`config.mk`:
```
export PLATFORM = sky130hd
export DESIGN_NAME = ahb3lite_interconnect_master_port_flat
export DESIGN_NICKNAME = d
export VERILOG_FILES = /design/src/rtl/ahb3lite_pkg.sv /design/src/rtl/ahb3lite_interconnect_master_port_if.sv /design/src/rtl/ahb3lite_interconnect_address_decoder.sv /design/src/rtl/ahb3lite_interconnect_master_port.sv /design/src/flat_wrapper.sv
export SDC_FILE = /design/constraint.sdc
export NUM_CORES = 1
export LEC_CHECK = 0
export BUFFER_PORTS_ARGS = -buffer_cell sky130_fd_sc_hd__buf_2
export CAP_MARGIN = 20
export CORE_AREA = 2 2 397 399
export CTS_BUF_LIST = sky130_fd_sc_hd__clkbuf_2
export CTS_CLUSTER_SIZE = 25
export DETAILED_ROUTE_END_ITERATION = 6
export DIE_AREA = 0 0 399 401
export GPL_ROUTABILITY_DRIVEN = 0
export PLACE_DENSITY = 0.34
export SETUP_SLACK_MARGIN = 0.1
export SYNTH_ARGS = -nofsm -noshare
export SYNTH_HDL_FRONTEND = slang
export SYNTH_SLANG_ARGS = --single-unit
```
`constraint.sdc`:
```
create_clock -name HCLK -period 6.44 [get_ports HCLK]
set_clock_uncertainty 0.1 [all_clocks]
set_input_delay 1.288 -clock HCLK [delete_from_list [all_inputs] [get_ports HCLK]]
set_output_delay 1.288 -clock HCLK [all_outputs]
set_load 0.005 [all_outputs]
```
`src/rtl/ahb3lite_pkg.sv`:
```
// Shared AHB3-Lite encodings used across the interconnect.
package ahb3lite_pkg;

    localparam logic [1:0] HTRANS_IDLE   = 2'b00;
    localparam logic [1:0] HTRANS_BUSY   = 2'b01;
    localparam logic [1:0] HTRANS_NONSEQ = 2'b10;
    localparam logic [1:0] HTRANS_SEQ    = 2'b11;

    localparam logic HRESP_OKAY  = 1'b0;
    localparam logic HRESP_ERROR = 1'b1;

endpackage

```
`src/rtl/ahb3lite_interconnect_master_port_if.sv`:
```
// AHB3-Lite bus between one master and its interconnect master port.
interface ahb3lite_interconnect_master_port_if #(
    parameter int HADDR_SIZE = 32,
    parameter int HDATA_SIZE = 32
) ();
    logic                  HSEL;
    logic [HADDR_SIZE-1:0] HADDR;
    logic [HDATA_SIZE-1:0] HWDATA;
    logic                  HWRITE;
    logic [2:0]            HSIZE;
    logic [2:0]            HBURST;
    logic [3:0]            HPROT;
    logic [1:0]            HTRANS;
    logic                  HMASTLOCK;
    logic                  HREADY;
    logic [HDATA_SIZE-1:0] HRDATA;
    logic                  HREADYOUT;
    logic                  HRESP;

    modport master (
        output HSEL, HADDR, HWDATA, HWRITE, HSIZE, HBURST, HPROT, HTRANS, HMASTLOCK, HREADY,
        input  HRDATA, HREADYOUT, HRESP
    );

    modport slave (
        input  HSEL, HADDR, HWDATA, HWRITE, HSIZE, HBURST, HPROT, HTRANS, HMASTLOCK, HREADY,
        output HRDATA, HREADYOUT, HRESP
    );
endinterface

```
`src/rtl/ahb3lite_interconnect_address_decoder.sv`:
```
// Base/mask address match; the lowest-indexed matching slave wins.
module ahb3lite_interconnect_address_decoder #(
    parameter int HADDR_SIZE = 32,
    parameter int SLAVES     = 8,
    parameter int SLAVE_BITS = $clog2(SLAVES)
) (
    input  logic [HADDR_SIZE-1:0]             addr,
    input  logic [SLAVES-1:0][HADDR_SIZE-1:0] base,
    input  logic [SLAVES-1:0][HADDR_SIZE-1:0] mask,
    output logic [SLAVES-1:0]                 sel,
    output logic [SLAVE_BITS-1:0]             sel_idx,
    output logic                              no_match
);
    logic [SLAVES-1:0] match;

    generate
        for (genvar gi = 0; gi < SLAVES; gi++) begin : g_match
            // an all-zero mask disables the slave
            assign match[gi] = ~|((addr ^ base[gi]) & mask[gi]) & |mask[gi];
        end
    endgenerate

    always_comb begin
        sel      = '0;
        sel_idx  = '0;
        no_match = 1'b1;
        for (int i = SLAVES - 1; i >= 0; i--) begin
            if (match[i]) begin
                sel      = '0;
                sel[i]   = 1'b1;
                sel_idx  = SLAVE_BITS'(i);
                no_match = 1'b0;
            end
        end
    end
endmodule

```
`src/rtl/ahb3lite_interconnect_master_port.sv`:
```
// Per-master front end of the multi-layer switch: decode, hold while ungranted, response mux.
module ahb3lite_interconnect_master_port
    import ahb3lite_pkg::*;
#(
    parameter int HADDR_SIZE  = 32,
    parameter int HDATA_SIZE  = 32,
    parameter int MASTERS     = 3,
    parameter int SLAVES      = 8,
    parameter int MASTER_BITS = $clog2(MASTERS),
    parameter int SLAVE_BITS  = $clog2(SLAVES)
) (
    input  logic                              HRESETn,
    input  logic                              HCLK,
    input  logic [MASTER_BITS-1:0]            mst_priority,
    input  logic [SLAVES-1:0][HADDR_SIZE-1:0] slvHADDRbase,
    input  logic [SLAVES-1:0][HADDR_SIZE-1:0] slvHADDRmask,
    ahb3lite_interconnect_master_port_if.slave mst,
    output logic [SLAVES-1:0]                 slvHSEL,
    output logic [HADDR_SIZE-1:0]             slvHADDR,
    output logic [HDATA_SIZE-1:0]             slvHWDATA,
    output logic                              slvHWRITE,
    output logic [2:0]                        slvHSIZE,
    output logic [2:0]                        slvHBURST,
    output logic [3:0]                        slvHPROT,
    output logic [1:0]                        slvHTRANS,
    output logic                              slvHMASTLOCK,
    output logic                              slvHREADY,
    output logic [MASTER_BITS-1:0]            slvpriority,
    input  logic [SLAVES-1:0][HDATA_SIZE-1:0] slvHRDATA,
    input  logic [SLAVES-1:0]                 slvHREADYOUT,
    input  logic [SLAVES-1:0]                 slvHRESP,
    output logic [SLAVES-1:0]                 can_switch,
    input  logic [SLAVES-1:0]                 granted
);
    typedef enum logic [1:0] {IDLE_OK, WAIT, ERR1, ERR2} state_t;

    typedef struct packed {
        logic [HADDR_SIZE-1:0] addr;
        logic                  write;
        logic [2:0]            size;
        logic [2:0]            burst;
        logic [3:0]            prot;
        logic [1:0]            trans;
        logic                  lock;
    } hold_t;

    state_t                state_q, state_d;
    hold_t                 hold_q, hold_d, live, cur;
    logic                  dp_valid_q, dp_valid_d;
    logic [SLAVE_BITS-1:0] dp_slv_q, dp_slv_d;

    logic [SLAVES-1:0]     dec_sel;
    logic [SLAVE_BITS-1:0] dec_idx;
    logic                  dec_none;
    logic                  req, active, grant_ok, accept, in_wait, mid_burst;
    logic                  hready_out, hresp;
    logic [HDATA_SIZE-1:0] hrdata;

    always_comb begin
        live.addr  = mst.HADDR;
        live.write = mst.HWRITE;
        live.size  = mst.HSIZE;
        live.burst = mst.HBURST;
        live.prot  = mst.HPROT;
        live.trans = mst.HTRANS;
        live.lock  = mst.HMASTLOCK;
    end

    assign in_wait = (state_q == WAIT);
    assign cur     = in_wait ? hold_q : live;

    ahb3lite_interconnect_address_decoder #(
        .HADDR_SIZE (HADDR_SIZE),
        .SLAVES     (SLAVES),
        .SLAVE_BITS (SLAVE_BITS)
    ) u_decoder (
        .addr     (cur.addr),
        .base     (slvHADDRbase),
        .mask     (slvHADDRmask),
        .sel      (dec_sel),
        .sel_idx  (dec_idx),
        .no_match (dec_none)
    );

    assign req      = mst.HSEL & ((mst.HTRANS == HTRANS_NONSEQ) | (mst.HTRANS == HTRANS_SEQ));
    assign active   = req & mst.HREADY;
    assign grant_ok = |(dec_sel & granted & slvHREADYOUT);
    assign accept   = (((state_q == IDLE_OK) | (state_q == ERR2)) & active & grant_ok)
                    | (in_wait & grant_ok);

    always_ff @(posedge HCLK or negedge HRESETn) begin
        if (!HRESETn) begin
            state_q    <= IDLE_OK;
            hold_q     <= '0;
            dp_valid_q <= 1'b0;
            dp_slv_q   <= '0;
        end else begin
            state_q    <= state_d;
            hold_q     <= hold_d;
            dp_valid_q <= dp_valid_d;
            dp_slv_q   <= dp_slv_d;
        end
    end

    always_comb begin
        state_d    = state_q;
        hold_d     = hold_q;
        dp_valid_d = dp_valid_q;
        dp_slv_d   = dp_slv_q;
        case (state_q)
            IDLE_OK, ERR2: begin
                state_d = IDLE_OK;
                if (active) begin
                    if (dec_none) begin
                        state_d = ERR1;
                    end else if (!grant_ok) begin
                        state_d = WAIT;
                        hold_d  = live;
                    end
                end
            end
            WAIT:    if (grant_ok) state_d = IDLE_OK;
            ERR1:    state_d = ERR2;
            default: state_d = IDLE_OK;
        endcase
        if (accept) begin
            dp_valid_d = 1'b1;
            dp_slv_d   = dec_idx;
        end else if (hready_out) begin
            dp_valid_d = 1'b0;
        end
    end

    always_comb begin
        slvHSEL    = '0;
        hready_out = 1'b1;
        hresp      = HRESP_OKAY;
        hrdata     = '0;
        if (dp_valid_q) begin
            hrdata     = slvHRDATA[dp_slv_q];
            hresp      = slvHRESP[dp_slv_q];
            hready_out = slvHREADYOUT[dp_slv_q];
        end
        case (state_q)
            WAIT: begin
                slvHSEL = dec_sel;
                if (!dp_valid_q) hready_out = 1'b0;
            end
            ERR1: begin
                hready_out = 1'b0;
                hresp      = HRESP_ERROR;
            end
            ERR2: begin
                hready_out = 1'b1;
                hresp      = HRESP_ERROR;
                if (req) slvHSEL = dec_sel;
            end
            default: if (req) slvHSEL = dec_sel;
        endcase
    end

    assign mst.HRDATA    = hrdata;
    assign mst.HREADYOUT = hready_out;
    assign mst.HRESP     = hresp;

    assign slvHADDR     = cur.addr;
    assign slvHWRITE    = cur.write;
    assign slvHSIZE     = cur.size;
    assign slvHBURST    = cur.burst;
    assign slvHPROT     = cur.prot;
    assign slvHMASTLOCK = cur.lock;
    // a held SEQ restarts as NONSEQ because the slave port never saw the burst start
    assign slvHTRANS    = (in_wait && hold_q.trans == HTRANS_SEQ) ? HTRANS_NONSEQ : cur.trans;
    assign slvHWDATA    = mst.HWDATA;
    assign slvHREADY    = in_wait ? 1'b0 : mst.HREADY;
    assign slvpriority  = mst_priority;

    assign mid_burst = (cur.trans == HTRANS_SEQ) | (cur.trans == HTRANS_BUSY);

    generate
        for (genvar gi = 0; gi < SLAVES; gi++) begin : g_can_switch
            assign can_switch[gi] = ~(dec_sel[gi] & (in_wait | mst.HSEL) & (cur.lock | mid_burst));
        end
    endgenerate
endmodule

```
`src/flat_wrapper.sv`:
```
// flat-port wrapper written by rule: the top's interface ports become plain ports
module ahb3lite_interconnect_master_port_flat import ahb3lite_pkg::*;
#(
    parameter int HADDR_SIZE  = 32,
    parameter int HDATA_SIZE  = 32,
    parameter int MASTERS     = 3,
    parameter int SLAVES      = 8,
    parameter int MASTER_BITS = $clog2(MASTERS),
    parameter int SLAVE_BITS  = $clog2(SLAVES)
)
  (HRESETn, HCLK, mst_priority, slvHADDRbase, slvHADDRmask, slvHSEL, slvHADDR, slvHWDATA, slvHWRITE, slvHSIZE, slvHBURST, slvHPROT, slvHTRANS, slvHMASTLOCK, slvHREADY, slvpriority, slvHRDATA, slvHREADYOUT, slvHRESP, can_switch, granted, mst_HSEL, mst_HADDR, mst_HWDATA, mst_HWRITE, mst_HSIZE, mst_HBURST, mst_HPROT, mst_HTRANS, mst_HMASTLOCK, mst_HREADY, mst_HRDATA, mst_HREADYOUT, mst_HRESP);
  ahb3lite_interconnect_master_port_if #(.HADDR_SIZE(HADDR_SIZE), .HDATA_SIZE(HDATA_SIZE)) mst_i ();
  input  logic HRESETn;
  input  logic HCLK;
  input  logic [MASTER_BITS-1:0] mst_priority;
  input  logic [SLAVES-1:0][HADDR_SIZE-1:0] slvHADDRbase;
  input  logic [SLAVES-1:0][HADDR_SIZE-1:0] slvHADDRmask;
  output logic [SLAVES-1:0] slvHSEL;
  output logic [HADDR_SIZE-1:0] slvHADDR;
  output logic [HDATA_SIZE-1:0] slvHWDATA;
  output logic slvHWRITE;
  output logic [2:0] slvHSIZE;
  output logic [2:0] slvHBURST;
  output logic [3:0] slvHPROT;
  output logic [1:0] slvHTRANS;
  output logic slvHMASTLOCK;
  output logic slvHREADY;
  output logic [MASTER_BITS-1:0] slvpriority;
  input  logic [SLAVES-1:0][HDATA_SIZE-1:0] slvHRDATA;
  input  logic [SLAVES-1:0] slvHREADYOUT;
  input  logic [SLAVES-1:0] slvHRESP;
  output logic [SLAVES-1:0] can_switch;
  input  logic [SLAVES-1:0] granted;
  input wire logic [$bits(mst_i.HSEL)-1:0] mst_HSEL;
  input wire logic [$bits(mst_i.HADDR)-1:0] mst_HADDR;
  input wire logic [$bits(mst_i.HWDATA)-1:0] mst_HWDATA;
  input wire logic [$bits(mst_i.HWRITE)-1:0] mst_HWRITE;
  input wire logic [$bits(mst_i.HSIZE)-1:0] mst_HSIZE;
  input wire logic [$bits(mst_i.HBURST)-1:0] mst_HBURST;
  input wire logic [$bits(mst_i.HPROT)-1:0] mst_HPROT;
  input wire logic [$bits(mst_i.HTRANS)-1:0] mst_HTRANS;
  input wire logic [$bits(mst_i.HMASTLOCK)-1:0] mst_HMASTLOCK;
  input wire logic [$bits(mst_i.HREADY)-1:0] mst_HREADY;
  output wire logic [$bits(mst_i.HRDATA)-1:0] mst_HRDATA;
  output wire logic [$bits(mst_i.HREADYOUT)-1:0] mst_HREADYOUT;
  output wire logic [$bits(mst_i.HRESP)-1:0] mst_HRESP;
  assign mst_i.HSEL = mst_HSEL;
  assign mst_i.HADDR = mst_HADDR;
  assign mst_i.HWDATA = mst_HWDATA;
  assign mst_i.HWRITE = mst_HWRITE;
  assign mst_i.HSIZE = mst_HSIZE;
  assign mst_i.HBURST = mst_HBURST;
  assign mst_i.HPROT = mst_HPROT;
  assign mst_i.HTRANS = mst_HTRANS;
  assign mst_i.HMASTLOCK = mst_HMASTLOCK;
  assign mst_i.HREADY = mst_HREADY;
  assign mst_HRDATA = mst_i.HRDATA;
  assign mst_HREADYOUT = mst_i.HREADYOUT;
  assign mst_HRESP = mst_i.HRESP;
  ahb3lite_interconnect_master_port #(.HADDR_SIZE(HADDR_SIZE), .HDATA_SIZE(HDATA_SIZE), .MASTERS(MASTERS), .SLAVES(SLAVES), .MASTER_BITS(MASTER_BITS), .SLAVE_BITS(SLAVE_BITS)) u_core (.HRESETn(HRESETn), .HCLK(HCLK), .mst_priority(mst_priority), .slvHADDRbase(slvHADDRbase), .slvHADDRmask(slvHADDRmask), .mst(mst_i), .slvHSEL(slvHSEL), .slvHADDR(slvHADDR), .slvHWDATA(slvHWDATA), .slvHWRITE(slvHWRITE), .slvHSIZE(slvHSIZE), .slvHBURST(slvHBURST), .slvHPROT(slvHPROT), .slvHTRANS(slvHTRANS), .slvHMASTLOCK(slvHMASTLOCK), .slvHREADY(slvHREADY), .slvpriority(slvpriority), .slvHRDATA(slvHRDATA), .slvHREADYOUT(slvHREADYOUT), .slvHRESP(slvHRESP), .can_switch(can_switch), .granted(granted));
endmodule
```
### Word level (Yosys, flattened, before mapping)

Index checks and enable logic that the tools add are counted.

| word-level totals | value |
|---|---|
| word-level logic and storage cells | 162 |
| output and inout bits | 131 |
| bits of input ports | 876 |
| register bits | 52 |

| operators by class | value |
|---|---|
| multiplexer cells | 48 |
| equality and inequality tests | 9 |
| $lt $le $gt $ge | 1 |
| bitwise gates (word level) | 63 |
| reductions and logical operators | 31 |

Operators with widths:

| cell | number |
|---|---|
| OR reduction 32 bit | 16 |
| AND 32 bit | 8 |
| XOR 32 bit | 8 |
| binary-select mux 32 bit (select 3 bit) | 1 |
| 2-to-1 mux 8 bit | 9 |
| 2-to-1 mux 32 bit | 2 |
| 2-to-1 mux 46 bit | 1 |
| AND 1 bit | 29 |
| 2-to-1 mux 3 bit | 8 |
| 2-to-1 mux 1 bit | 18 |
| AND 8 bit | 2 |
| one-hot mux 8 bit (2 select lines) | 1 |
| equality test 2 bit (second input constant) | 6 |
| inverter 1 bit | 10 |
| logical NOT 1 bit | 8 |
| 2-to-1 mux 2 bit | 4 |
| OR reduction 8 bit | 1 |
| binary-select mux 1 bit (select 3 bit) | 2 |
| bitwise OR 1 bit | 6 |
| one-hot mux 2 bit (3 select lines) | 1 |
| equality test 2 x 1 -> 1 bit (second input constant) | 2 |
| less-than comparator 3 x 4 -> 1 bit (second input constant) | 1 |
| AND reduction 4 bit | 1 |
| OR reduction 2 bit | 2 |
| 5 further kinds | 5 |

### Logic depth before layout (Yosys ltp)

| logic depth | value |
|---|---|
| depth in word-level cells | 22 |
| gate-level depth with buffers | 15 |

### Hierarchy

From an unflattened synthesis, not the netlist that was laid out.

| unflattened totals | value |
|---|---|
| cell total of the unflattened synthesis | 1049 |
| area total of the unflattened synthesis | 9904.5 um^2 |

Modules (own cells, without submodules):

| module | sequential area each (um^2) | area each (um^2) | instances | cells each |
|---|---|---|---|---|
| ahb3lite_interconnect_master_port | 1301.2 | 5401.4 | 1 | 448 |
| ahb3lite_interconnect_address_decoder | 0.0 | 4503.1 | 1 | 601 |

### Worst setup path before layout

No wires, ideal clock.

| path | value |
|---|---|
| path kind | input-to-output |
| start | input port mst_HADDR[23] |
| end | output port can_switch[7] |
| stages | 8 |
| required time | 5.052 ns |
| setup slack | 1.804 ns |
| arrival | 3.248 ns |
| cells stage by stage | mux2i_2 > mux2i_1 > a2111oi_0 > nand4_1 > nor4_2 > a21oi_1 > nand4_1 > nand2b_1 |

| on the way | value |
|---|---|
| cells in the longest elaborated chain, start to end | 17 |
| elaborated cells between the ends (all ways) | 52 |
| those cells by class | mux (9); bitwise (27); reduce/logical (16) |

RTL lines:

| item | RTL line | text |
|---|---|---|
| start: declaration | flat_wrapper.sv:35 | `input wire logic [$bits(mst_i.HADDR)-1:0] mst_HADDR;` |
| 2-to-1 mux 46 bit (*) | ahb3lite_interconnect_master_port.sv:70 | `assign cur = in_wait ? hold_q : live;` |
| XOR 32 bit | ahb3lite_interconnect_address_decoder.sv:19 | `assign match[gi] = ~\|((addr ^ base[gi]) & mask[gi]) & \|mask[gi];` |
| AND 32 bit | ahb3lite_interconnect_address_decoder.sv:19 |  |
| OR reduction 32 bit | ahb3lite_interconnect_address_decoder.sv:19 |  |
| logical NOT 1 bit | ahb3lite_interconnect_address_decoder.sv:19 |  |
| AND 1 bit | ahb3lite_interconnect_address_decoder.sv:19 |  |
| 2-to-1 mux 8 bit (7 in series) | ahb3lite_interconnect_address_decoder.sv:28 | `if (match[i]) begin` |
| 2-to-1 mux 8 bit (*) | ahb3lite_interconnect_address_decoder.sv:28 |  |
| AND 1 bit (*) (2 in series) | ahb3lite_interconnect_master_port.sv:182 | `assign can_switch[gi] = ~(dec_sel[gi] & (in_wait \| mst.HSEL) & (cur.lock \| mid_burst));` |
| inverter 1 bit (*) | ahb3lite_interconnect_master_port.sv:182 |  |
| end: declaration | flat_wrapper.sv:32 | `output logic [SLAVES-1:0] can_switch;` |

Every way passes the cells marked *; elsewhere a longest branch is shown, timed or not.

### Worst setup path in the final report

| path | value |
|---|---|
| start | register u_core.state_q[1] |
| end | output port slvHSEL[6] |

| on the way | value |
|---|---|
| cells in the longest elaborated chain, start to end | 16 |
| elaborated cells between the ends (all ways) | 47 |
| those cells by class | eq/ne (2); mux (10); bitwise (21); reduce/logical (14) |

RTL lines:

| item | RTL line | text |
|---|---|---|
| start: declaration | ahb3lite_interconnect_master_port.sv:47 | `state_t state_q, state_d;` |
| start signal: assignment | ahb3lite_interconnect_master_port.sv:98 | `state_q <= state_d;` |
| equality test 2 x 1 -> 1 bit | ahb3lite_interconnect_master_port.sv:69, ahb3lite_interconnect_master_port.sv:144 |  |
| 2-to-1 mux 46 bit | ahb3lite_interconnect_master_port.sv:70 |  |
| XOR 32 bit | ahb3lite_interconnect_address_decoder.sv:19 |  |
| AND 32 bit | ahb3lite_interconnect_address_decoder.sv:19 |  |
| OR reduction 32 bit | ahb3lite_interconnect_address_decoder.sv:19 |  |
| logical NOT 1 bit | ahb3lite_interconnect_address_decoder.sv:19 |  |
| AND 1 bit | ahb3lite_interconnect_address_decoder.sv:19 |  |
| 2-to-1 mux 8 bit (7 in series) | ahb3lite_interconnect_address_decoder.sv:28 |  |
| 2-to-1 mux 8 bit | ahb3lite_interconnect_master_port.sv:156, ahb3lite_interconnect_master_port.sv:158 |  |
| one-hot mux 8 bit (2 select lines) (*) | ahb3lite_interconnect_master_port.sv:144 | `case (state_q)` |
| end: declaration | flat_wrapper.sv:18 | `output logic [SLAVES-1:0] slvHSEL;` |

Marked as above.

==> results.cfg <==
[run]
cap_violations = 0

[global_route]
antenna_found_initial = 101
grt_pass1_wl_um = 161000
grt_pass1_vias = 14400
grt_overflow_total = 0
grt_use_total_pct = 15.6
grt_max_degree = 53

[die]
core-area_um2 = 156000
die_w_um = 399
row_count = 145
dieArea_um2 = 160000
start_util_pct = 6.52
ios = 1007
die_h_um = 401

[place]
post-dp-hpwl_um = 119000
post_dp_cell_area_um2 = 18100
portBuffers = 938

[drt]
drt_iter0_markers = 1273
antenna_left = 0
viasPerCell = 3.47
drc = 0
wl_per_cell_um = 32.0
num_vias = 14300
drtPass1Iterations = 5
drt-total-wl_um = 132000

[logic_synthesis]
synth.yosys.seq_area_share_pct = 12.8
syn_inst = 1032
synth_area_leaders = xnor2_1, mux4_2, dfrtp_1, a22oi_1, mux2i_4
synth_edf_count = 0
synth_ff_type = dfrtp_1
yosys.area.top_type = xnor2_1
ys_types = 56
syn_avg_cell_area_um2 = 9.83
ys_ff_latch = 52
yosysWarnings = 0
synth_top_area_share_pct = 20.1
syn_area_um2 = 10100
synth-async-reset-ratio_pct = 100
synth_nets = 1912

[worst_setup_path]
cp_slowest_cell = a22oi_1
setup.worst_path.end_class = output pin
worstPathRequired_ps = 5050
crit_fanout = 26
cp_num_buf_inv = 5
crit_chain = inv_1, ha_4, buf_6, mux2i_4, buf_12, xnor2_1, a22oi_1, nand3_1, nor4_2, buf_4, nand2_1, nor3_2, buf_2
cpPeakStageDelay_ps = 570
crit_arrival_ps = 4730
start_kind = flip-flop
cp_top_family = simple AND/OR/NAND/NOR gates
critPathKind = flip-flop to output pin

[final_layout]
final_area_um2 = 18500
nets = 2919
layout_common_cells = buf_2, xnor2_1, buf_4
final_common_cell = buf_2
syn2layout_area_growth_pct = 82.3
fill_cells = 18100
drive_above_1_share_pct = 60.0

[power]
p_per_area_nw_per_um2 = 190
p_total_w = 0.00351
ir_drop_mv = 0.107
cellLeakagePower_nw = 7.99

[clock_tree]
path_clk_slew_ps = 300
clock_path_buffers = 2
hold_buffers = 0
cts_tree = done
cts-buffers-inserted = 5
h-tree-depth = 2
worstSkewPairLatency_ps = 590
cts-root-buf = clkbuf_2
clock_sinks = 52

[sta]
final-hold-violation-count = 0
finalCritPeriodShare_pct = 95.0
worst_pin_slew_ps = 973
setup_violations = 0
relSlewSlack_pct = 34.6
rsz0062_at_grt = false
final_max_slew_viol_count = 0
max_freq_mhz = 163
fin_crit_ps = 6120

[hold_path]
hp-class = flip-flop to flip-flop

[run_status]
status = finished, final reports clean
==> layout make-up <==
cell class                 count  area (um2)  area share (%)
antenna                       24        60.1           0.325
clock buffer                   5        25.0           0.135
clock inverter                 3        26.3           0.142
inverter                      42         158           0.852
multi-input combinational    871        8340            45.1
sequential                    52        1310            7.08
tap                         2058        2570            13.9
timing repair buffer        1067        6000            32.5
==> timing repair <==
action,4_1_cts,5_1_grt
endpoints found under the setup margin,10,6
resized for setup,7,3
cloned,0,1
pin swaps,2,2
setup buffers,13,3
==> synth_stat cells, types with 2 or more instances <==
cell and n:
a2111oi_0 11, a211o_1 2, a21o_1 4, a21oi_1 5, a221o_1 2, a221oi_1 3
a222oi_1 2, a22o_1 3, a22oi_1 100, and4_1 6, buf_1 9, buf_4 34
buf_6 8, clkbuf_1 16, dfrtp_1 52, ha_1 4, inv_1 41, mux2_1 24
mux2_2 14, mux2_4 21, mux2i_1 59, mux2i_2 3, mux2i_4 29, mux4_2 68
nand2_1 53, nand2b_1 25, nand3_1 8, nand4_1 36, nor2_1 43, nor2b_1 2
nor3_1 10, nor4_1 66, o21ai_0 7, o21ai_1 4, o2bb2ai_1 2, or3_1 4
xnor2_1 233
==> power breakdown <==
| part | switching [W] | internal [W] |
|---|---|---|
| registers | 0.0000170 | 0.000337 |
| logic | 0.00172 | 0.00126 |
| clock network | 0.000148 | 0.0000293 |
==> worst register-to-register path, delay by kind of cell (launching register included) <==
kind                       cells  cell delay, ps
adders and majority gates      1             260
xor gates and xnor gates       1             260
DFF                            1             490
AOI/OAI and AO/OA              2             870
and+or+nand+nor                5            1720
buffers and inverters          4             940
muxes                          2             730
==> final timing paths <==
path | startpoint | endpoint | slack (ps) | cells after the start
setup / recovery | u_core.state_q[1] | slvHSEL[6] | 320 | 13
hold / removal | u_core.hold_q[4] | u_core.hold_q[4] | 430 | 1
setup reg to reg | u_core.state_q[1] | u_core.hold_q[4] | 1020 | 15
hold reg to reg | u_core.hold_q[4] | u_core.hold_q[4] | 430 | 1
max in group asynchronous | HRESETn | u_core.dp_slv_q[1] | 4820 | 2
min in group asynchronous | HRESETn | u_core.hold_q[16] | 680 | 2
==> sequential cells by signal (all words and copies together) (netlist names) <==
| signal | cells |
|---|---|
| u_core.state_q | 2 |
| u_core.dp_slv_q | 3 |
| u_core.dp_valid_q | 1 |
| u_core.hold_q | 46 |
==> per-stage QoR <==
| stage | cells | hold slack, ps | util (%) | setup WS, ps | setup TNS, ps |
|---|---|---|---|---|---|
| floorplan | 1032 | 351 | - | 1800 | 0 |
| global placement | 4071 | 363 | 11.6 | -639 | -4120 |
| detailed placement | 4073 | 373 | 11.6 | 155 | 0 |
| CTS | 4094 | 436 | 11.8 | 108 | 0 |
| global route | 4103 | 456 | 11.9 | 105 | 0 |
| finish | 4122 | 431 | 11.9 | 322 | 0 |
==> cells by family after synthesis <==
kind of cell	synth area share (%)
buffers and inverters	5.88
adder cells (fa/ha/maj)	0.493
AO/OA/AOI/OAI	11.7
AND/OR/NAND/NOR	13.9
flip-flops	12.8
multiplexers	35.1
XOR/XNOR	20.1
==> layer usage <==
layer	vias to the layer above	wire (um)	GRT usage, %
met4	60	2080	2.03
met1	7099	60800	22.5
li1	5994	-	-
met3	191	12500	3.97
met5	-	379	0
met2	972	56100	23.6
Power figures use the tool's default switching activity.
